==> src/rtl/afu_base.sv <==
// Shared AFU types: CCI/MPF request header, cache-line addressing and the
// read-issuer state encoding.
package afu_base;

    localparam int CACHE_WIDTH = 512;
    localparam int CL_ADDR_W   = 42;
    localparam int BYTE_ADDR_W = CL_ADDR_W + 6;

    typedef logic [BYTE_ADDR_W-1:0] t_byteAddr;
    typedef logic [CL_ADDR_W-1:0]   t_cci_clAddr;
    typedef logic [15:0]            t_cci_mdata;
    typedef logic [CACHE_WIDTH-1:0] t_cci_clData;

    typedef enum logic [3:0] {
        eREQ_RDLINE_I = 4'h0,
        eREQ_RDLINE_S = 4'h1
    } t_cci_c0_req;

    typedef enum logic [1:0] {
        eCL_LEN_1 = 2'd0,
        eCL_LEN_2 = 2'd1,
        eCL_LEN_4 = 2'd3
    } t_cci_clLen;

    typedef enum logic [1:0] {
        eVC_VA  = 2'd0,
        eVC_VL0 = 2'd1,
        eVC_VH0 = 2'd2,
        eVC_VH1 = 2'd3
    } t_cci_vc;

    typedef struct packed {
        logic       checkLoadStoreOrder;
        logic       addrIsVirtual;
        logic       mapVAtoPA;
        t_cci_vc    vc_sel;
        t_cci_clLen cl_len;
    } rd_req_hdr_config_t;

    typedef struct packed {
        logic        checkLoadStoreOrder;
        logic        addrIsVirtual;
        logic        mapVAtoPA;
        t_cci_vc     vc_sel;
        t_cci_clLen  cl_len;
        t_cci_c0_req req_type;
        t_cci_clAddr address;
        t_cci_mdata  mdata;
    } t_cci_mpf_c0_ReqMemHdr;

    typedef enum logic [1:0] {
        ST_IDLE  = 2'd0,
        ST_ISSUE = 2'd1,
        ST_DRAIN = 2'd2,
        ST_DONE  = 2'd3
    } t_rd_issuer_state;

    function automatic t_cci_clAddr byteAddrToClAddr(input t_byteAddr a);
        return a[BYTE_ADDR_W-1:6];
    endfunction

    // The virtual flag doubles as the permission-check request to MPF.
    function automatic rd_req_hdr_config_t cci_mpf_defaultReqHdrParams(input logic addr_virtual);
        rd_req_hdr_config_t p;
        p.checkLoadStoreOrder = 1'b0;
        p.addrIsVirtual       = addr_virtual;
        p.mapVAtoPA           = addr_virtual;
        p.vc_sel              = eVC_VA;
        p.cl_len              = eCL_LEN_1;
        return p;
    endfunction

    function automatic t_cci_mpf_c0_ReqMemHdr cci_mpf_c0_genReqHdr(
        input t_cci_c0_req        req_type,
        input t_cci_clAddr        address,
        input t_cci_mdata         mdata,
        input rd_req_hdr_config_t params
    );
        t_cci_mpf_c0_ReqMemHdr h;
        h.checkLoadStoreOrder = params.checkLoadStoreOrder;
        h.addrIsVirtual       = params.addrIsVirtual;
        h.mapVAtoPA           = params.mapVAtoPA;
        h.vc_sel              = params.vc_sel;
        h.cl_len              = params.cl_len;
        h.req_type            = req_type;
        h.address             = address;
        h.mdata               = mdata;
        return h;
    endfunction

endpackage

==> src/rtl/credit_counter.sv <==
// Outstanding-request counter: up on issue, down on response, saturating at
// zero so responses to an abandoned command cannot wrap it.
module credit_counter #(
    parameter int MAX_OUTSTANDING = 64
) (
    input  logic                                 clk,
    input  logic                                 reset_n,
    input  logic                                 i_inc,
    input  logic                                 i_dec,
    output logic [$clog2(MAX_OUTSTANDING+1)-1:0] o_count,
    output logic                                 o_full,
    output logic                                 o_empty
);
    localparam int CNT_W = $clog2(MAX_OUTSTANDING + 1);
    localparam logic [CNT_W-1:0] MAX_CNT = CNT_W'(MAX_OUTSTANDING);

    logic [CNT_W-1:0] r_count;

    always_ff @(posedge clk) begin
        if (!reset_n) begin
            r_count <= '0;
        end else if (i_inc && !i_dec) begin
            r_count <= r_count + 1'b1;
        end else if (i_dec && !i_inc && r_count != '0) begin
            r_count <= r_count - 1'b1;
        end
    end

    assign o_count = r_count;
    assign o_full  = (r_count >= MAX_CNT);
    assign o_empty = (r_count == '0);

endmodule

==> src/rtl/cl_read_issuer.sv <==
// Streams single-line MPF reads for a contiguous cache-line range, bounded by
// an outstanding-request budget, and forwards responses in arrival order.
module cl_read_issuer
    import afu_base::*;
#(
    parameter int MAX_OUTSTANDING = 64,
    parameter int ADDR_VIRTUAL    = 1
) (
    input  logic                   clk,
    input  logic                   reset_n,
    input  logic                   start,
    input  t_byteAddr              base_addr,
    input  logic [31:0]            num_lines,
    output logic                   busy,
    output logic                   done,
    output logic                   error,
    input  logic                   c0TxAlmFull,
    output logic                   rd_req_valid,
    output t_cci_mpf_c0_ReqMemHdr  rd_req_hdr,
    input  logic                   rd_rsp_valid,
    input  t_cci_mdata             rd_rsp_mdata,
    input  logic [CACHE_WIDTH-1:0] rd_rsp_data,
    output logic                   out_valid,
    output logic [CACHE_WIDTH-1:0] out_data,
    output logic [15:0]            out_idx
);
    localparam int CNT_W = $clog2(MAX_OUTSTANDING + 1);

    t_rd_issuer_state      r_state;
    t_cci_clAddr           r_base_cl;
    logic [31:0]           r_num_lines;
    logic [31:0]           r_issued;
    logic                  r_busy;
    logic                  r_done;
    logic                  r_error;
    logic                  r_req_valid;
    t_cci_mpf_c0_ReqMemHdr r_req_hdr;
    logic                  r_out_valid;
    logic [CACHE_WIDTH-1:0] r_out_data;
    logic [15:0]           r_out_idx;

    logic [CNT_W-1:0]      w_outstanding;
    logic                  w_full;
    logic                  w_empty;
    logic                  w_issue;
    logic                  w_last;
    rd_req_hdr_config_t    w_params;

    assign w_params = cci_mpf_defaultReqHdrParams(ADDR_VIRTUAL != 0);
    assign w_issue  = (r_state == ST_ISSUE) && (r_issued != r_num_lines) &&
                      !c0TxAlmFull && !w_full;
    assign w_last   = ((r_issued + 32'd1) == r_num_lines);

    // Credit is taken when the issue decision is made, one cycle before the
    // request becomes visible, so the budget can never be overshot.
    credit_counter #(
        .MAX_OUTSTANDING(MAX_OUTSTANDING)
    ) u_credit (
        .clk     (clk),
        .reset_n (reset_n),
        .i_inc   (w_issue),
        .i_dec   (rd_rsp_valid),
        .o_count (w_outstanding),
        .o_full  (w_full),
        .o_empty (w_empty)
    );

    always_ff @(posedge clk) begin
        if (!reset_n) begin
            r_state     <= ST_IDLE;
            r_base_cl   <= '0;
            r_num_lines <= '0;
            r_issued    <= '0;
            r_busy      <= 1'b0;
            r_done      <= 1'b0;
            r_error     <= 1'b0;
            r_req_valid <= 1'b0;
        end else begin
            r_done      <= 1'b0;
            r_error     <= 1'b0;
            r_req_valid <= w_issue;
            case (r_state)
                ST_IDLE: begin
                    if (start) begin
                        if (base_addr[5:0] != 6'd0) begin
                            r_error <= 1'b1;
                        end else if (num_lines == 32'd0) begin
                            r_state <= ST_DONE;
                            r_busy  <= 1'b1;
                        end else begin
                            r_state     <= ST_ISSUE;
                            r_busy      <= 1'b1;
                            r_base_cl   <= byteAddrToClAddr(base_addr);
                            r_num_lines <= num_lines;
                            r_issued    <= '0;
                        end
                    end
                end
                ST_ISSUE: begin
                    if (w_issue) begin
                        r_issued <= r_issued + 32'd1;
                        if (w_last) r_state <= ST_DRAIN;
                    end
                end
                ST_DRAIN: begin
                    if (w_empty && !rd_rsp_valid) r_state <= ST_DONE;
                end
                ST_DONE: begin
                    r_state <= ST_IDLE;
                    r_busy  <= 1'b0;
                    r_done  <= 1'b1;
                end
                default: r_state <= ST_IDLE;
            endcase
        end
    end

    always_ff @(posedge clk) begin
        if (w_issue) begin
            r_req_hdr <= cci_mpf_c0_genReqHdr(eREQ_RDLINE_I,
                                              r_base_cl + t_cci_clAddr'(r_issued),
                                              r_issued[15:0], w_params);
        end
    end

    // Responses are forwarded even after a reset so late data is not lost.
    always_ff @(posedge clk) begin
        if (!reset_n) r_out_valid <= 1'b0;
        else          r_out_valid <= rd_rsp_valid;
    end

    always_ff @(posedge clk) begin
        if (rd_rsp_valid) begin
            r_out_data <= rd_rsp_data;
            r_out_idx  <= rd_rsp_mdata;
        end
    end

    assign busy         = r_busy;
    assign done         = r_done;
    assign error        = r_error;
    assign rd_req_valid = r_req_valid;
    assign rd_req_hdr   = r_req_hdr;
    assign out_valid    = r_out_valid;
    assign out_data     = r_out_data;
    assign out_idx      = r_out_idx;

endmodule

==> config.mk <==
export PLATFORM = sky130hd
export DESIGN_NAME = cl_read_issuer
export DESIGN_NICKNAME = d
export VERILOG_FILES = /design/src/rtl/afu_base.sv /design/src/rtl/credit_counter.sv /design/src/rtl/cl_read_issuer.sv
export SDC_FILE = /design/constraint.sdc
export NUM_CORES = 1
export LEC_CHECK = 0
export ABC_AREA = 0
export CORE_AREA = 2 2 471 473
export CTS_BUF_LIST = sky130_fd_sc_hd__clkbuf_16
export DETAILED_ROUTE_END_ITERATION = 10
export DIE_AREA = 0 0 473 475
export DONT_BUFFER_PORTS = 1
export HOLD_SLACK_MARGIN = 0.08
export MAX_ROUTING_LAYER = met4
export PLACE_DENSITY_LB_ADDON = 0.05
export SYNTH_ARGS = -nofsm -noshare
export SYNTH_HDL_FRONTEND = slang
export SYNTH_SLANG_ARGS = --single-unit
export TNS_END_PERCENT = 50
==> constraint.sdc <==
create_clock -name clk -period 4.1 [get_ports clk]
set_input_delay 0.82 -clock clk [delete_from_list [all_inputs] [get_ports clk]]
set_output_delay 0.82 -clock clk [all_outputs]
set_load 0.02 [all_outputs]
# After elaboration in Yosys (flattened, before gate mapping)
# Cells that the tools add are included.
[classes] add_sub_neg=4 order_cmp=1 eq_ne=11 muxes=19 bitwise_logic=2 n_reduce_logical=24
[ops] cell="$mux W32" n=4
[ops] cell="$pmux W32 S2" n=1
[ops] cell="$add A42 B32 Y42" n=1
[ops] cell="$add A32 B1 Y32 const B" n=1
[ops] cell="$eq A32 B32 Y1" n=1
[ops] cell="$logic_not A32 Y1" n=1
[ops] cell="$ne A32 B32 Y1" n=1
[ops] cell="$mux W7" n=2
[ops] cell="$mux W2" n=6
[ops] cell="$ne A2 B2 Y1 const B" n=5
[ops] cell="$reduce_and A5 Y1" n=2
[ops] cell="$pmux W2 S4" n=1
[ops] cell="$add A7 B1 Y7 const B" n=1
[ops] cell="$ge A7 B7 Y1 const B" n=1
[ops] cell="$logic_and A1 B1 Y1" n=7
[ops] cell="$logic_not A7 Y1" n=1
[ops] cell="$reduce_bool A7 Y1" n=1
[ops] cell="$sub A7 B1 Y7 const B" n=1
[ops] cell="$reduce_and A3 Y1" n=2
[ops] cell="$reduce_bool A2 Y1" n=3
[ops] cell="$reduce_bool A6 Y1" n=1
[ops] cell="$eq A2 B2 Y1 const B" n=2
[ops] cell="$logic_not A1 Y1" n=4
[ops] cell="$mux W1" n=4
[ops] cell="6 further kinds" n=7
[totals] regBits=706 inputBits=613 out_inout_bits=602 elab_cells=75

# Longest topological paths before layout
[logic_depth] word_depth=9 mapped_depth=14 mapped_depth_nobuf=13

# Modules after synthesis
# From an unflattened synthesis, not the netlist that was laid out.
[unflattened] cells_unflattened=1610 hier_area_um2=25450.7
[modules_own_cells] mod="cl_read_issuer" n_inst=1 cells_per_inst=1546 area_per_inst_um2=24895.1 seq_area_each_um2=19859.0
[modules_own_cells] mod="credit_counter" n_inst=1 cells_per_inst=64 area_per_inst_um2=555.5 seq_area_each_um2=140.1

# Worst setup path after synthesis
# Ideal clock, no wire load.
[synth_path] path_kind="input-to-reg" from="input c0TxAlmFull" to="register u_credit.r_count[6], in the netlist u_credit.o_count[6]" setup_ps=115 arrival_ps=2912 required_time_ps=3985 slack_ps=1073 path_stages=11 path_buffers=0 path_cell_list="nor2_1 o311ai_4 or2_2 fa_1 a21o_1 a21oi_1 nor2b_1 o21ai_0 nand3b_2 xnor2_1 and2_1"
[synth_via] elab_chain_len=7 word_cells_on_any_way=9 cone_classes="mux: 1; reduce/logical: 8"
[synth_rtl] element="from (decl)" line_no="cl_read_issuer.sv:17" source="input logic c0TxAlmFull,"
[synth_rtl] element="$logic_not A1 Y1 (*)" line_no="cl_read_issuer.sv:51" source="!c0TxAlmFull && !w_full;"
[synth_rtl] element="$logic_and A1 B1 Y1 (*)" line_no="cl_read_issuer.sv:50" source="assign w_issue = (r_state == ST_ISSUE) && (r_issued != r_num_lines) &&"
[synth_rtl] element="$logic_and A1 B1 Y1 (*)" line_no="cl_read_issuer.sv:51"
[synth_rtl] element="$logic_not A1 Y1" line_no="credit_counter.sv:24" source="end else if (i_dec && !i_inc && r_count != '0) begin"
[synth_rtl] element="$logic_and A1 B1 Y1 (2 in a row)" line_no="credit_counter.sv:24"
[synth_rtl] element="$reduce_bool A2 Y1 (no source line)"
[synth_rtl] element="to (signal assigned)" line_no="credit_counter.sv:23" source="r_count <= r_count + 1'b1;"
[synth_rtl] element="to (signal assigned)" line_no="credit_counter.sv:25" source="r_count <= r_count - 1'b1;"
[synth_rtl] element="to (decl)" line_no="credit_counter.sv:17" source="logic [CNT_W-1:0] r_count;"
# Mark *: on every way between the ends. The rest lies on a longest branch, timed or not.
# A chain may end at the register's enable or synchronous reset.

# Worst setup path after layout
[layout_path] from="register r_num_lines[0]" to="register u_credit.r_count[6], in the netlist u_credit.o_count[6]"
[layout_via] elab_chain_len=8 word_cells_on_any_way=10 cone_classes="eq/ne: 1; mux: 1; reduce/logical: 8"
[layout_rtl] element="from (decl)" line_no="cl_read_issuer.sv:31" source="logic [31:0] r_num_lines;"
[layout_rtl] element="from (signal assigned)" line_no="cl_read_issuer.sv:94" source="r_num_lines <= num_lines;"
[layout_rtl] element="$ne A32 B32 Y1 (*)" line_no="cl_read_issuer.sv:50"
[layout_rtl] element="$logic_and A1 B1 Y1 (*) (2 in a row)" line_no="cl_read_issuer.sv:50"
[layout_rtl] element="$logic_and A1 B1 Y1 (*)" line_no="cl_read_issuer.sv:51"
[layout_rtl] element="$logic_not A1 Y1" line_no="credit_counter.sv:24"
[layout_rtl] element="$logic_and A1 B1 Y1 (2 in a row)" line_no="credit_counter.sv:24"
[layout_rtl] element="$reduce_bool A2 Y1 (no source line)"
# Marked as above.

==> run_results.csv <==
group,metric,value,unit
status,status,"finished clean",
sta,whs,174,ps
cts,clkSlewWorstSetupHoldPaths,60,ps
cts,htreeDepth,3,
synthesis,seq_area_frac_synth,77.2,%
synthesis,avgSynthCellArea,15.8,sq um
final_layout,final_cell_mix,"edfxtp_1 (586), dlygate4sd3_1 (296), nand2_1 (201)",
worst_hold_path,min-delay-path-class,"in -> reg",
sta,tightest_slew,1420,ps
sta,rsz0062_at_grt,"false",
worst_setup_path,required,4720,ps
drt,wl_per_cell,32.0,um
worst_hold_path,whs_path_depth,0,
floorplanning,core_area,0.219,sq mm
power,vdd_ir_drop_max,0.295,mV
cts,cts-root-buf,"clkbuf_16",
worst_setup_path,crit_path_end_kind,"flop",
worst_hold_path,min_to,"out_data[460]$_DFFE_PP_",
synthesis,syn-instance-count,1643,
worst_setup_path,cp.arrival,4060,ps
power,power_density,526,mW/mm^2
final_layout,nets,2687,
worst_hold_path,hold_start,"rd_rsp_data[460]",
global_routing,first_global_vias,16700,
global_routing,grt_max_degree,534,
run,max_cap_violations,0,
drt,drcViolationCount,0,
worst_setup_path,timing.rr.start,"r_num_lines[0]$_SDFFE_PN0P_",
worst_setup_path,rr_worst_depth,13,
worst_setup_path,r2r_end,"u_credit.o_count[6]$_SDFFE_PN0P_",
global_routing,antenna_found_initial,186,
floorplanning,dieWidth,473,um
sta,fin_crit_sh,83.9,%
synthesis,synth_edf_count,586,
synthesis,synth.distinct_cells,77,
global_routing,overflow,0,
placement,port_buffers,0,
placement,placed_cell_area,0.0296,sq mm
sta,slew_headroom,5.03,%
sta,tns,0,ps
worst_setup_path,cpMostUsedCell,"xnor2_1",
worst_setup_path,start_kind,"flop",
drt,dr.pass1.iters,5,
drt,drt_wl_total,161000,um
worst_setup_path,worstPathMaxFanout,7,
worst_setup_path,r2r_slack,660,ps
floorplanning,dieArea,0.225,sq mm
worst_setup_path,crit_path_max_incr_delay,410,ps
drt,drt_iter0_drc,981,
final_layout,areaGrowthSynthToFinish,38.8,%
global_routing,grt_pass1_wl,197000,um
cts,cts_setup_buffers,0,
synthesis,ys_ff_latch,706,
sta,max_freq,0.291,GHz
worst_setup_path,worstSetupPathType,"reg -> reg",
synthesis,synthArstFlopShare,0,%
final_layout,final_common_cell,"edfxtp_1",
final_layout,drive_gt1_share,10.3,%
floorplanning,fp.dieH,475,um
sta,hold_violations,0,
placement,place_congestion,0.809,
global_routing,grt_usage,14.1,%
synthesis,synth-main-ff-cell,"edfxtp_1",
synthesis,syn-cell-area,0.0259,sq mm
drt,routed_via_density,3.28,
drt,vias,16500,
sta,fin_crit,3440,ps
cts,cts_sinks,706,
floorplanning,start_util,11.8,%
worst_setup_path,crit_chain,"xnor2_1 > nor4b_1 > nand4_1 > o311ai_4 > or2_2 > ha_1 > a21o_1 > a21oi_1 > nor2b_1 > o21ai_0 > nand3b_2 > xnor2_1 > and2_1",
floorplanning,num_rows,172,
cts,clock_path_buffers,3,
power,power.total,18900,uW
cts,insertion_delay,730,ps
floorplanning,io_pins,1215,
final_layout,fin_util,16.4,%
synthesis,yosysWarnings,0,
sta,setup_viol,0,
sta,finalClockSkew,34.2,ps
cts,numCtsBuffers,99,
worst_setup_path,cp_slowest_cell,"nor4b_1",
worst_setup_path,worstSetupStartpoint,"r_num_lines[0]$_SDFFE_PN0P_",
placement,dp_hpwl,133000,um
cts,cts_tree,"built",
sta,report.final.slew_viol_count,0,
drt,postRouteAntennaNets,0,
final_layout,design_area,0.0359,sq mm
power,leakage,0.0120,uW
==> synthesized netlist by cell type (4+ instances only) <==
| master | instances | area (sq um) |
|---|---|---|
| dfxtp_1 | 120 | 2400 |
| o21a_1 | 10 | 75.1 |
| buf_2 | 20 | 100 |
| inv_1 | 14 | 52.6 |
| mux2i_1 | 9 | 90.1 |
| a211oi_1 | 9 | 67.6 |
| clkbuf_1 | 33 | 124 |
| and3_1 | 12 | 75.1 |
| a31o_2 | 4 | 35.0 |
| nand3_1 | 35 | 175 |
| o21ai_0 | 17 | 85.1 |
| a21boi_0 | 74 | 556 |
| xor2_1 | 77 | 674 |
| a21oi_1 | 34 | 170 |
| nand2b_1 | 8 | 50.1 |
| buf_4 | 11 | 82.6 |
| o211ai_1 | 8 | 60.1 |
| and2_1 | 9 | 56.3 |
| ha_1 | 42 | 526 |
| nand2_1 | 201 | 754 |
| nor2b_1 | 11 | 68.8 |
| a21o_1 | 14 | 105 |
| edfxtp_1 | 586 | 17600 |
| o31ai_1 | 5 | 37.5 |
| nor4_1 | 22 | 138 |
| nor3_1 | 17 | 85.1 |
| xnor2_1 | 44 | 385 |
| nand4_1 | 31 | 194 |
| or3_1 | 7 | 43.8 |
| nor2_1 | 86 | 323 |
| and4_1 | 9 | 78.8 |
==> cell families (layout without fill, tap and decap cells) <==
family / Yosys count / count (layout) / synth area share [%]
xor+xnor: 121 / 121 / 4.09
flops: 706 / 706 / 77.2
compound gates: 209 / 209 / 5.94
fa+ha+maj: 44 / 44 / 2.18
buf+inv: 81 / 539 / 1.43
mux: 11 / 11 / 0.444
other cells: 2 / 49 / 0.0290
simple gates: 469 / 469 / 8.67
==> power by group <==
| part | switching, uW | internal [uW] |
|---|---|---|
| logic | 470 | 426 |
| registers | 1070 | 8340 |
| clock network | 3650 | 4950 |
| total | 5200 | 13700 |
==> worst max-delay path: cells and delay by family (launching register included) <==
| kind | cells | cell delay (ps) |
|---|---|---|
| DFF | 1 | 320 |
| and+or+nand+nor | 6 | 1290 |
| adders and majority gates | 1 | 290 |
| AOI/OAI and AO/OA | 4 | 990 |
| xor gates and xnor gates | 2 | 450 |
==> registers in the layout, summed over array words and instances (netlist names) <==
signal / count
error: 1
u_credit.o_count: 7
out_valid: 1
busy: 1
out_idx: 16
r_base_cl: 42
out_data: 512
r_num_lines: 32
r_issued: 32
rd_req_valid: 1
done: 1
r_state: 2
rd_req_hdr: 58
==> area by class of cell <==
class | count | area (sq um)
fill | 24000 | 183000
sequential | 706 | 20000
multi-input combinational | 865 | 5590
tap | 2871 | 3590
timing repair buffer | 344 | 3400
clock buffer | 102 | 2550
clock inverter | 79 | 659
antenna | 38 | 95.1
inverter | 14 | 53.8
==> how the worst max path moves through the flow <==
stage | to | slack [ps] | depth (start not counted)
after floorplan | u_credit.o_count[6]$_SDFFE_PN0P_ | 1070 | 11
after global placement | u_credit.o_count[6]$_SDFFE_PN0P_ | 360 | 13
after detailed placement | u_credit.o_count[6]$_SDFFE_PN0P_ | 480 | 13
after CTS | u_credit.o_count[6]$_SDFFE_PN0P_ | 470 | 13
after global routing | u_credit.o_count[6]$_SDFFE_PN0P_ | 340 | 13
final | u_credit.o_count[6]$_SDFFE_PN0P_ | 660 | 13
==> metrics by stage <==
stage                     std cells  setup WS, ps
final                          5019           659
after global routing           5010           336
after CTS                      4978           472
after detailed placement       4501           482
after global placement         4501           356
after floorplan                1652          1070
==> routing by layer <==
layer	up-vias	track usage, %	wire length, um
met4	0	4.02	5660
met2	1004	24.6	82000
met5	-	-	0
met1	8062	14.1	56400
met3	429	6.23	16600
li1	6956	-	-
==> repair_timing <==
item / 4_1_cts / 5_1_grt
hold endpoints to repair: 296 / 0
gates resized for setup: 0 / 0
hold buffers: 296 / 0
Note: power is estimated with default switching activity, not from simulation.
